==> src/rtl/fb_rd_pkg.sv <==
// fb_rd_pkg: shared types, widths and helpers for the frame-buffer line read scheduler
package fb_rd_pkg;
  localparam int P_ADDR_W  = 32;
  localparam int P_H_W     = 16;
  localparam int P_V_W     = 16;
  localparam int P_BYTES_W = P_H_W + 8;
  localparam int P_CRED_W  = 3;
  typedef enum logic [2:0] {IDLE, LOAD, REQ, WAIT, DRAIN} state_t;
  typedef struct packed {
    logic [P_ADDR_W-1:0] base;
    logic [P_ADDR_W-1:0] stride;
    logic [P_H_W-1:0]    hactive;
    logic [P_V_W-1:0]    vactive;
    logic [7:0]          byte_num;
    logic [3:0]          bpc;
  } cfg_t;
  function automatic logic [P_BYTES_W-1:0] burst_round(input logic [P_BYTES_W-1:0] bytes, input int unsigned burst);
    logic [P_BYTES_W-1:0] m;
    m = P_BYTES_W'(burst - 1);
    return (bytes + m) & ~m;
  endfunction
endpackage

==> src/rtl/fb_rd_credit_cnt.sv <==
// fb_rd_credit_cnt: saturating up/down line-buffer credit counter starting full
module fb_rd_credit_cnt
  import fb_rd_pkg::*;
#(
  parameter int C_MAX = 2
) (
  input  logic                clk,
  input  logic                rst,
  input  logic                i_dec,
  input  logic                i_inc,
  output logic [P_CRED_W-1:0] o_cnt,
  output logic                o_full
);
  localparam logic [P_CRED_W-1:0] L_MAX = P_CRED_W'(C_MAX);
  logic [P_CRED_W-1:0] r_cnt;
  always_ff @(posedge clk) begin
    if (rst)
      r_cnt <= L_MAX;
    else if (i_dec && !i_inc && r_cnt != '0)
      r_cnt <= r_cnt - P_CRED_W'(1);
    else if (i_inc && !i_dec && r_cnt != L_MAX)
      r_cnt <= r_cnt + P_CRED_W'(1);
  end
  assign o_cnt  = r_cnt;
  assign o_full = r_cnt == L_MAX;
endmodule

==> src/rtl/fb_rd_line_sched.sv <==
// fb_rd_line_sched: per-frame line read scheduler with credit flow control and frame-boundary config shadowing
module fb_rd_line_sched
  import fb_rd_pkg::*;
#(
  parameter int C_ADDR_W       = P_ADDR_W,
  parameter int C_H_W          = P_H_W,
  parameter int C_V_W          = P_V_W,
  parameter int C_BURST_BYTES  = 64,
  parameter int C_LINE_BUF_NUM = 2
) (
  input  logic                clk,
  input  logic                rst,
  input  logic [C_ADDR_W-1:0] CFG_BASE_ADDR,
  input  logic [C_ADDR_W-1:0] CFG_STRIDE,
  input  logic [C_H_W-1:0]    CFG_HACTIVE,
  input  logic [C_V_W-1:0]    CFG_VACTIVE,
  input  logic [7:0]          CFG_DDR_BYTE_NUM,
  input  logic [3:0]          CFG_TARGET_BPC,
  input  logic                CFG_UPDATE,
  input  logic                VS_I,
  output logic                RD_REQ,
  output logic [C_ADDR_W-1:0] RD_ADDR,
  output logic [C_H_W+7:0]    RD_BYTES,
  input  logic                RD_ACK,
  input  logic                RD_DONE,
  input  logic                LINE_CONSUMED_I,
  output logic [7:0]          ACTUAL_DDR_BYTE_NUM_O,
  output logic [3:0]          TARGET_BPC_O,
  output logic                FRAME_ACTIVE_O,
  output logic                FRAME_ERR_O
);
  state_t              r_state, w_state_nxt;
  cfg_t                r_pend, r_act;
  logic                r_pend_vld, r_vs_d, r_vs_edge, r_restart;
  logic [C_V_W-1:0]    r_line_idx;
  logic [C_ADDR_W-1:0] r_addr;
  logic [C_H_W+7:0]    r_bytes;
  logic [P_CRED_W-1:0] w_credit;
  logic                w_cred_full, w_hs, w_idx_last;
  fb_rd_credit_cnt #(.C_MAX(C_LINE_BUF_NUM)) u_credit (
    .clk    (clk),
    .rst    (rst),
    .i_dec  (w_hs),
    .i_inc  (LINE_CONSUMED_I),
    .o_cnt  (w_credit),
    .o_full (w_cred_full)
  );
  // a VS edge while a request is pending withdraws it so the frame restarts cleanly
  assign RD_REQ                = r_state == REQ && w_credit != '0 && !r_vs_edge;
  assign w_hs                  = RD_REQ && RD_ACK;
  assign w_idx_last            = (r_line_idx + C_V_W'(1)) == r_act.vactive;
  assign RD_ADDR               = r_addr;
  assign RD_BYTES              = r_bytes;
  assign ACTUAL_DDR_BYTE_NUM_O = r_act.byte_num;
  assign TARGET_BPC_O          = r_act.bpc;
  assign FRAME_ACTIVE_O        = r_state != IDLE;
  assign FRAME_ERR_O           = r_vs_edge && (r_state == REQ || r_state == WAIT || r_state == DRAIN);
  always_comb begin
    w_state_nxt = r_state;
    case (r_state)
      IDLE:    w_state_nxt = r_vs_edge ? LOAD : IDLE;
      LOAD:    w_state_nxt = (r_act.vactive != '0 && r_act.hactive != '0) ? REQ : IDLE;
      REQ:     w_state_nxt = r_vs_edge ? LOAD : w_hs ? WAIT : REQ;
      WAIT:    w_state_nxt = !RD_DONE ? WAIT : (r_restart || r_vs_edge) ? LOAD : w_idx_last ? DRAIN : REQ;
      DRAIN:   w_state_nxt = r_vs_edge ? LOAD : w_cred_full ? IDLE : DRAIN;
      default: w_state_nxt = IDLE;
    endcase
  end
  always_ff @(posedge clk) begin
    if (rst) begin
      r_state    <= IDLE;
      r_pend     <= '0;
      r_act      <= '0;
      r_pend_vld <= 1'b0;
      r_vs_d     <= 1'b0;
      r_vs_edge  <= 1'b0;
      r_restart  <= 1'b0;
      r_line_idx <= '0;
      r_addr     <= '0;
      r_bytes    <= '0;
    end else begin
      r_state    <= w_state_nxt;
      r_vs_d     <= VS_I;
      r_vs_edge  <= VS_I && !r_vs_d;
      r_pend_vld <= CFG_UPDATE || (r_pend_vld && !r_vs_edge);
      r_restart  <= r_state == WAIT && !RD_DONE && (r_restart || r_vs_edge);
      if (CFG_UPDATE)
        r_pend <= '{base: CFG_BASE_ADDR, stride: CFG_STRIDE, hactive: CFG_HACTIVE,
                    vactive: CFG_VACTIVE, byte_num: CFG_DDR_BYTE_NUM, bpc: CFG_TARGET_BPC};
      if (r_vs_edge && r_pend_vld)
        r_act <= r_pend;
      if (r_state == LOAD) begin
        r_addr     <= r_act.base;
        r_line_idx <= '0;
        r_bytes    <= burst_round(P_BYTES_W'(r_act.hactive) * P_BYTES_W'(r_act.byte_num), C_BURST_BYTES);
      end else if (r_state == WAIT && RD_DONE) begin
        r_line_idx <= r_line_idx + C_V_W'(1);
        r_addr     <= r_addr + r_act.stride;
      end
    end
  end
endmodule

==> config.mk <==
export PLATFORM = sky130hd
export DESIGN_NAME = fb_rd_line_sched
export DESIGN_NICKNAME = d
export VERILOG_FILES = /design/src/rtl/fb_rd_pkg.sv /design/src/rtl/fb_rd_credit_cnt.sv /design/src/rtl/fb_rd_line_sched.sv
export SDC_FILE = /design/constraint.sdc
export NUM_CORES = 1
export LEC_CHECK = 0
export BUFFER_PORTS_ARGS = -buffer_cell sky130_fd_sc_hd__buf_2
export CAP_MARGIN = 20
export CORE_MARGIN = 2
export CORE_UTILIZATION = 40
export CTS_CLUSTER_DIAMETER = 60
export DETAILED_ROUTE_END_ITERATION = 10
export PLACE_DENSITY = 0.57
export SYNTH_ARGS = -nofsm -noshare
export SYNTH_HDL_FRONTEND = slang
export SYNTH_SLANG_ARGS = --single-unit
==> constraint.sdc <==
create_clock -name clk -period 10 [get_ports clk]
set_input_delay 3 -clock clk [delete_from_list [all_inputs] [get_ports clk]]
set_output_delay 3 -clock clk [all_outputs]
set_load 0.005 [all_outputs]
==> results.sh, run 1 <==
export IMPL_critPathArrivalTime_ps=5760
export IMPL_grt_max_degree=194
export IMPL_ys_warn_count=0
export IMPL_required_ps=10470
export IMPL_first_global_vias=13700
export IMPL_top_usage_layer="met2"
export IMPL_dieHeight_um=211
export IMPL_ys_seq_area_frac=0.343
export IMPL_synth_seq_cells=292
export IMPL_num_vias=13700
export IMPL_syn_cell_area_mm2=0.0171
export IMPL_port_buffers=179
export IMPL_reg2regPathDepth=16
export IMPL_synthTopCellsByArea="dfxtp_1 34%, fa_1 11%, nand2_1 6.9%"
export IMPL_synth_top_area_share=0.343
export IMPL_p_leak_uw=0.00879
export IMPL_cts_max_level=2
export IMPL_drt_vias_per_instance=5.16
export IMPL_crit_path_end_kind="flip-flop"
export IMPL_outcome="complete, no violations"
export IMPL_dpl_hpwl_mm=31.0
export IMPL_timing_setup_tns_ps=0
export IMPL_drv_cap=0
export IMPL_cts_hold_buf=0
export IMPL_rows=75
export IMPL_drive_gt1_frac=0.130
export IMPL_crit_path_start_kind="flip-flop"
export IMPL_grtUsageMet1=0.255
export IMPL_postSynthAreaPerCell_um2=8.51
export IMPL_synthCells=2004
export IMPL_met3_usage=0.0375
export IMPL_ir_drop_mv=0.113
export IMPL_placedCellCount=2592
export IMPL_antenna_left=0
export IMPL_finalWorstSetupSlack_ps=4710
export IMPL_worstMarginPinSlew_ps=920
export IMPL_grt_use_met2=0.329
export IMPL_final_setup_viol_count=0
export IMPL_hold_violations=0
export IMPL_period_needed_ps=5290
export IMPL_cts_sinks=292
export IMPL_max_freq_mhz=189
export IMPL_hold_path_cell_count=1
export IMPL_place_ws_ps=4740
export IMPL_hold_end="r_vs_edge"
export IMPL_async_flop_share=0
export IMPL_crit_fanout=18
export IMPL_dieWidth_um=211
export IMPL_drv_slew=0
export IMPL_synth_cell_type_count=76
export IMPL_cts_repair_resized=0
export IMPL_period_share=0.529
export IMPL_cts_tree="yes"
export IMPL_clock_root_buffer="clkbuf_16"
export IMPL_fin_cells=2658
export IMPL_power_density_mw_per_mm2=142
export IMPL_relSlewSlack=0.387
export IMPL_die_area_mm2=0.0443
export IMPL_start_util=0.406
export IMPL_rrSetupSlack_ps=4710
export IMPL_min_from="r_vs_d"
export IMPL_postRouteWirelength_mm=43.5
export IMPL_antenna_cells=0
export IMPL_yosys_area_top_type="dfxtp_1"
export IMPL_grt_pass1_wl_mm=70.7
export IMPL_rsz0062_at_grt="no"
export IMPL_yosysMostFrequentCell="nand2_1"
export IMPL_path_class="flip-flop to flip-flop"
export IMPL_num_nets_final=2379
export IMPL_cts_made_buffers=37
export IMPL_clock_latency_ps=560
export IMPL_drc=0
export IMPL_power_uw=2750
export IMPL_syn_to_final_growth_pct=13.8
export IMPL_clk_path_buf_depth=3
export IMPL_hp_class="flip-flop to flip-flop"
export IMPL_synth_edf_count=0
export IMPL_routedWlPerCell_um=16.4
export IMPL_gp_congestion=0.874
export IMPL_overflow=0
export IMPL_finClkSkew_ps=16.3
export IMPL_grtUsageTotal=0.197
export IMPL_grt_antenna_before_repair=1
export IMPL_whs_ps=390
export IMPL_r2r_start="ACTUAL_DDR_BYTE_NUM_O[6]"
export IMPL_coreArea_mm2=0.0420
export IMPL_cts_setup_buffers=0
export IMPL_path_clk_slew_ps=60
export IMPL_first_iter_violations=835
export IMPL_ioPinCount=186
export IMPL_synth_flop_cell="dfxtp_1"
export IMPL_firstDrtPassIters=6
export IMPL_r2r_end="RD_BYTES[21]"
export IMPL_synth_common_cells="312 x nand2_1, 292 x dfxtp_1, 183 x a21oi_1"
[cell type report]
class | count | area (um2)
Fill cell | 4205 | 22600
Multi-Input combinational cell | 1431 | 10100
Sequential cell | 292 | 5850
Clock buffer | 45 | 1010
Timing Repair Buffer | 187 | 983
Tap cell | 539 | 674
Inverter | 143 | 537
Clock inverter | 21 | 280
[cell families (layout without fill, tap and decap cells)]
logic type / Yosys count / after routing / share of synthesized area
xor gates and xnor gates: 71 / 71 / 0.0364
AOI/OAI and AO/OA: 355 / 355 / 0.127
other: 1 / 6 / 0.000220
and+or+nand+nor: 711 / 711 / 0.192
adders and majority gates: 172 / 172 / 0.166
buffers and inverters: 286 / 396 / 0.0678
DFF: 292 / 292 / 0.343
muxes: 116 / 116 / 0.0682
[report_power, final]
group          internal [uW]  leakage (uW)  switching, uW
combinational           54.1       0.00578           77.9
clock                    857      0.000636            546
sequential              1200       0.00238           21.7
total                   2110       0.00879            646
[worst max-delay path, stage by stage (launching register included)]
cell,delay (ps)
dfxtp_1,700
and2_1,250
fa_1,450
fa_1,520
fa_1,550
inv_1,60
fa_1,550
inv_1,50
ha_1,360
a21o_1,180
a21o_1,180
a221oi_2,250
o31ai_2,170
o21ba_2,260
o221a_2,270
o21a_1,190
o31ai_1,220
[flip-flops by register name, summed over array words and instances (netlist names)]
signal / count
RD_BYTES: 18
r_act: 96
u_credit.o_cnt: 3
r_pend_vld: 1
r_state: 3
r_restart: 1
r_vs_edge: 1
r_line_idx: 16
ACTUAL_DDR_BYTE_NUM_O: 8
r_vs_d: 1
r_pend: 108
TARGET_BPC_O: 4
RD_ADDR: 32
[worst max path at each step]
stage	start	to
finish	ACTUAL_DDR_BYTE_NUM_O[6]	RD_BYTES[21]
global placement	ACTUAL_DDR_BYTE_NUM_O[7]	RD_BYTES[21]
floorplan	ACTUAL_DDR_BYTE_NUM_O[7]	RD_BYTES[21]
global route	ACTUAL_DDR_BYTE_NUM_O[6]	RD_BYTES[21]
CTS	ACTUAL_DDR_BYTE_NUM_O[6]	RD_BYTES[21]
detailed placement	ACTUAL_DDR_BYTE_NUM_O[6]	RD_BYTES[21]
[placed cells by master (no fill, tap or decap), types with 7 or more instances in the layout]
| master | instances |
|---|---|
| buf_4 | 7 |
| xnor2_1 | 42 |
| a21o_1 | 34 |
| nor2_1 | 160 |
| xor2_1 | 29 |
| nand2b_1 | 11 |
| inv_1 | 143 |
| ha_1 | 82 |
| buf_2 | 177 |
| nor3_1 | 20 |
| a21oi_1 | 183 |
| a31oi_1 | 8 |
| o21a_1 | 8 |
| and2_1 | 93 |
| mux2i_1 | 114 |
| o22ai_1 | 13 |
| nand3_1 | 28 |
| nor2b_1 | 7 |
| o21ai_0 | 34 |
| nand2_1 | 311 |
| or3_1 | 7 |
| dfxtp_1 | 292 |
| nand4_1 | 17 |
| clkbuf_16 | 37 |
| nor4_1 | 14 |
| fa_1 | 90 |
| a22oi_1 | 20 |
| and3_1 | 15 |
[stage by stage]
stage / utilization / area, um2
final: 0.462 / 19400
after floorplan: - / 17100
after detailed placement: 0.431 / 18100
after global routing: 0.462 / 19400
after CTS: 0.462 / 19400
after global placement: 0.431 / 18100
[metal layers]
metal / wire length [um] / vias to the layer above / part of all wire
met5: 0 / - / 0
met4: 1230 / 0 / 0.028
met3: 2150 / 78 / 0.049
met2: 20000 / 293 / 0.46
met1: 20100 / 6510 / 0.46
li1: - / 6832 / -
Power figures use the tool's default switching activity.
==> run 2: changes to the inputs <==
Clock period 10 ns to 5 ns, I/O delays scaled along.
==> run 2 against run 1 <==
Die area did not move. Flip-flop and latch count unchanged. Sequential share of layout area is 0.17 points lower. Sequential power is 99% higher. Cell area is 1.1% higher. Clock skew grew 1.4 ps. Routed wire length grew 0.92%. Via count is 0.42% lower. Setup slack got worse by 4500 ps.
==> results.sh, run 2 (same netlist as run 1, synthesis figures left out) <==
export IMPL_outcome="complete, no violations"
export IMPL_rows=75
export IMPL_clk_path_buf_depth=3
export IMPL_layout_commonest_cell="nand2_1"
export IMPL_relSlewSlack=0.340
export IMPL_regMostFlops="r_pend"
export IMPL_postRouteWirelength_mm=43.9
export IMPL_num_vias=13700
export IMPL_worstMarginPinSlew_ps=991
export IMPL_drv_slew=0
export IMPL_overflow=0
export IMPL_hold_violations=0
export IMPL_num_nets_final=2408
export IMPL_antenna_cells=0
export IMPL_critPathArrivalTime_ps=5220
export IMPL_port_buffers=179
export IMPL_timing_setup_tns_ps=0
export IMPL_drc=0
export IMPL_clock_root_buffer="clkbuf_16"
export IMPL_coreArea_mm2=0.0420
export IMPL_ioPinCount=186
export IMPL_largest_reg_flops=108
export IMPL_cts_sinks=292
export IMPL_clock_latency_ps=550
export IMPL_path_class="flip-flop to flip-flop"
export IMPL_p_sw_frac=0.235
export IMPL_grt_antenna_before_repair=1
export IMPL_cts_setup_buffers=0
export IMPL_finClkSkew_ps=17.6
export IMPL_antenna_left=0
export IMPL_period_needed_ps=4760
export IMPL_die_area_mm2=0.0443
export IMPL_mostFrequentLayoutCells="311 x nand2_1, 277 x dfxtp_1, 182 x a21oi_1"
export IMPL_p_int_uw=4080
export IMPL_power_density_mw_per_mm2=272
export IMPL_placedCellCount=2622
export IMPL_drive_gt1_frac=0.149
export IMPL_syn_to_final_growth_pct=15.0
export IMPL_required_ps=5460
export IMPL_first_global_vias=13800
export IMPL_routedWlPerCell_um=16.3
export IMPL_crit_path_end_kind="flip-flop"
export IMPL_firstDrtPassIters=5
export IMPL_path_clk_slew_ps=60
export IMPL_grt_max_degree=97
export IMPL_fin_util=0.467
export IMPL_drt_vias_per_instance=5.08
export IMPL_start_util=0.406
export IMPL_first_iter_violations=849
export IMPL_hp_class="flip-flop to flip-flop"
export IMPL_grtUsageTotal=0.200
export IMPL_dpl_hpwl_mm=32.1
export IMPL_drv_cap=0
export IMPL_fin_cells=2686
export IMPL_dieWidth_um=211
export IMPL_whs_ps=395
export IMPL_cts_tree="yes"
export IMPL_dieHeight_um=211
export IMPL_comb_power_share=0.051
export IMPL_crit_fanout=7
export IMPL_cts_made_buffers=36
export IMPL_cts_max_level=2
export IMPL_ir_drop_mv=0.241
export IMPL_period_share=0.952
export IMPL_crit_path_start_kind="flip-flop"
export IMPL_p_sw_uw=1250
export IMPL_gp_congestion=0.863
export IMPL_seq_power_share=0.456
export IMPL_p_leak_uw=0.00890
export IMPL_clockPowerShare=0.493
export IMPL_max_freq_mhz=210
export IMPL_final_setup_viol_count=0
export IMPL_grt_pass1_wl_mm=71.9
export IMPL_cts_hold_buf=0
==> run 2: changes by cell type in the layout (fill, tap and decap cells not counted), moves of 3 or more <==
cell / delta
buf_4: +30
bufinv_16: -3
clkbuf_1: +5
clkinv_4: -3
dfxtp_1: -15
dfxtp_2: +11
dfxtp_4: +4
ha_1: -3
ha_4: +3
==> run 2: worst paths after layout <==
check,startpoint,end,slack (ps),cells after the start
hold reg to reg,r_vs_d,r_vs_edge,400,1
setup / recovery,ACTUAL_DDR_BYTE_NUM_O[7],RD_BYTES[21],240,17
hold / removal,r_vs_d,r_vs_edge,400,1
setup reg to reg,ACTUAL_DDR_BYTE_NUM_O[7],RD_BYTES[21],240,17
==> run 2: metal layers <==
layer	routed length, um	vias to the layer above	GRT usage	part of all wire
li1	-	6879	-	-
met1	20900	6487	0.267	0.48
met2	20200	220	0.334	0.46
met3	1700	69	0.0319	0.039
met4	1040	0	0.0595	0.024
met5	0	-	0	0
==> run 2: repair_timing <==
item | in CTS | in global routing
hold endpoints to repair | 0 | 0
resized for setup | 0 | 24
setup endpoints to repair | 0 | 8
==> run 2: power by group through the flow <==
| stage | Clock (uW) | Sequential [uW] | Combinational [uW] |
|---|---|---|---|
| 3_5_place_dp | 0 | 2480 | 277 |
| 3_3_place_gp | 0 | 2480 | 271 |
| 4_1_cts | 2700 | 2430 | 278 |
| 6_report | 2630 | 2430 | 272 |
| 5_1_grt | 2780 | 2440 | 305 |
| 2_1_floorplan | 0 | 2460 | 185 |
==> run 2: final cells by class <==
class / count / area (um2)
clock buffer: 51 / 1050
tap: 539 / 674
multi-input combinational: 1431 / 10100
fill: 4158 / 22400
timing repair buffer: 217 / 1210
sequential: 292 / 5870
clock inverter: 13 / 143
inverter: 143 / 537
==> run 2: through the flow <==
stage	total power (uW)	setup WS (ps)	cell area [um2]
2_1_floorplan	2650	105	17100
3_3_place_gp	2750	200	18400
3_5_place_dp	2760	56.9	18400
4_1_cts	5410	42.5	19600
5_1_grt	5530	-16.4	19600
6_report	5330	242	19600
==> run 2: critical path, stage by stage, from the launching register on <==
cell	delay, ps
dfxtp_2	380
nand2_1	90
fa_1	500
fa_1	550
inv_1	60
fa_1	530
inv_1	60
fa_1	520
inv_1	40
ha_1	300
a21oi_1	170
o22ai_2	130
a221oi_2	290
o31ai_2	140
o21ba_2	230
o221a_2	270
o21a_1	190
o31ai_1	210
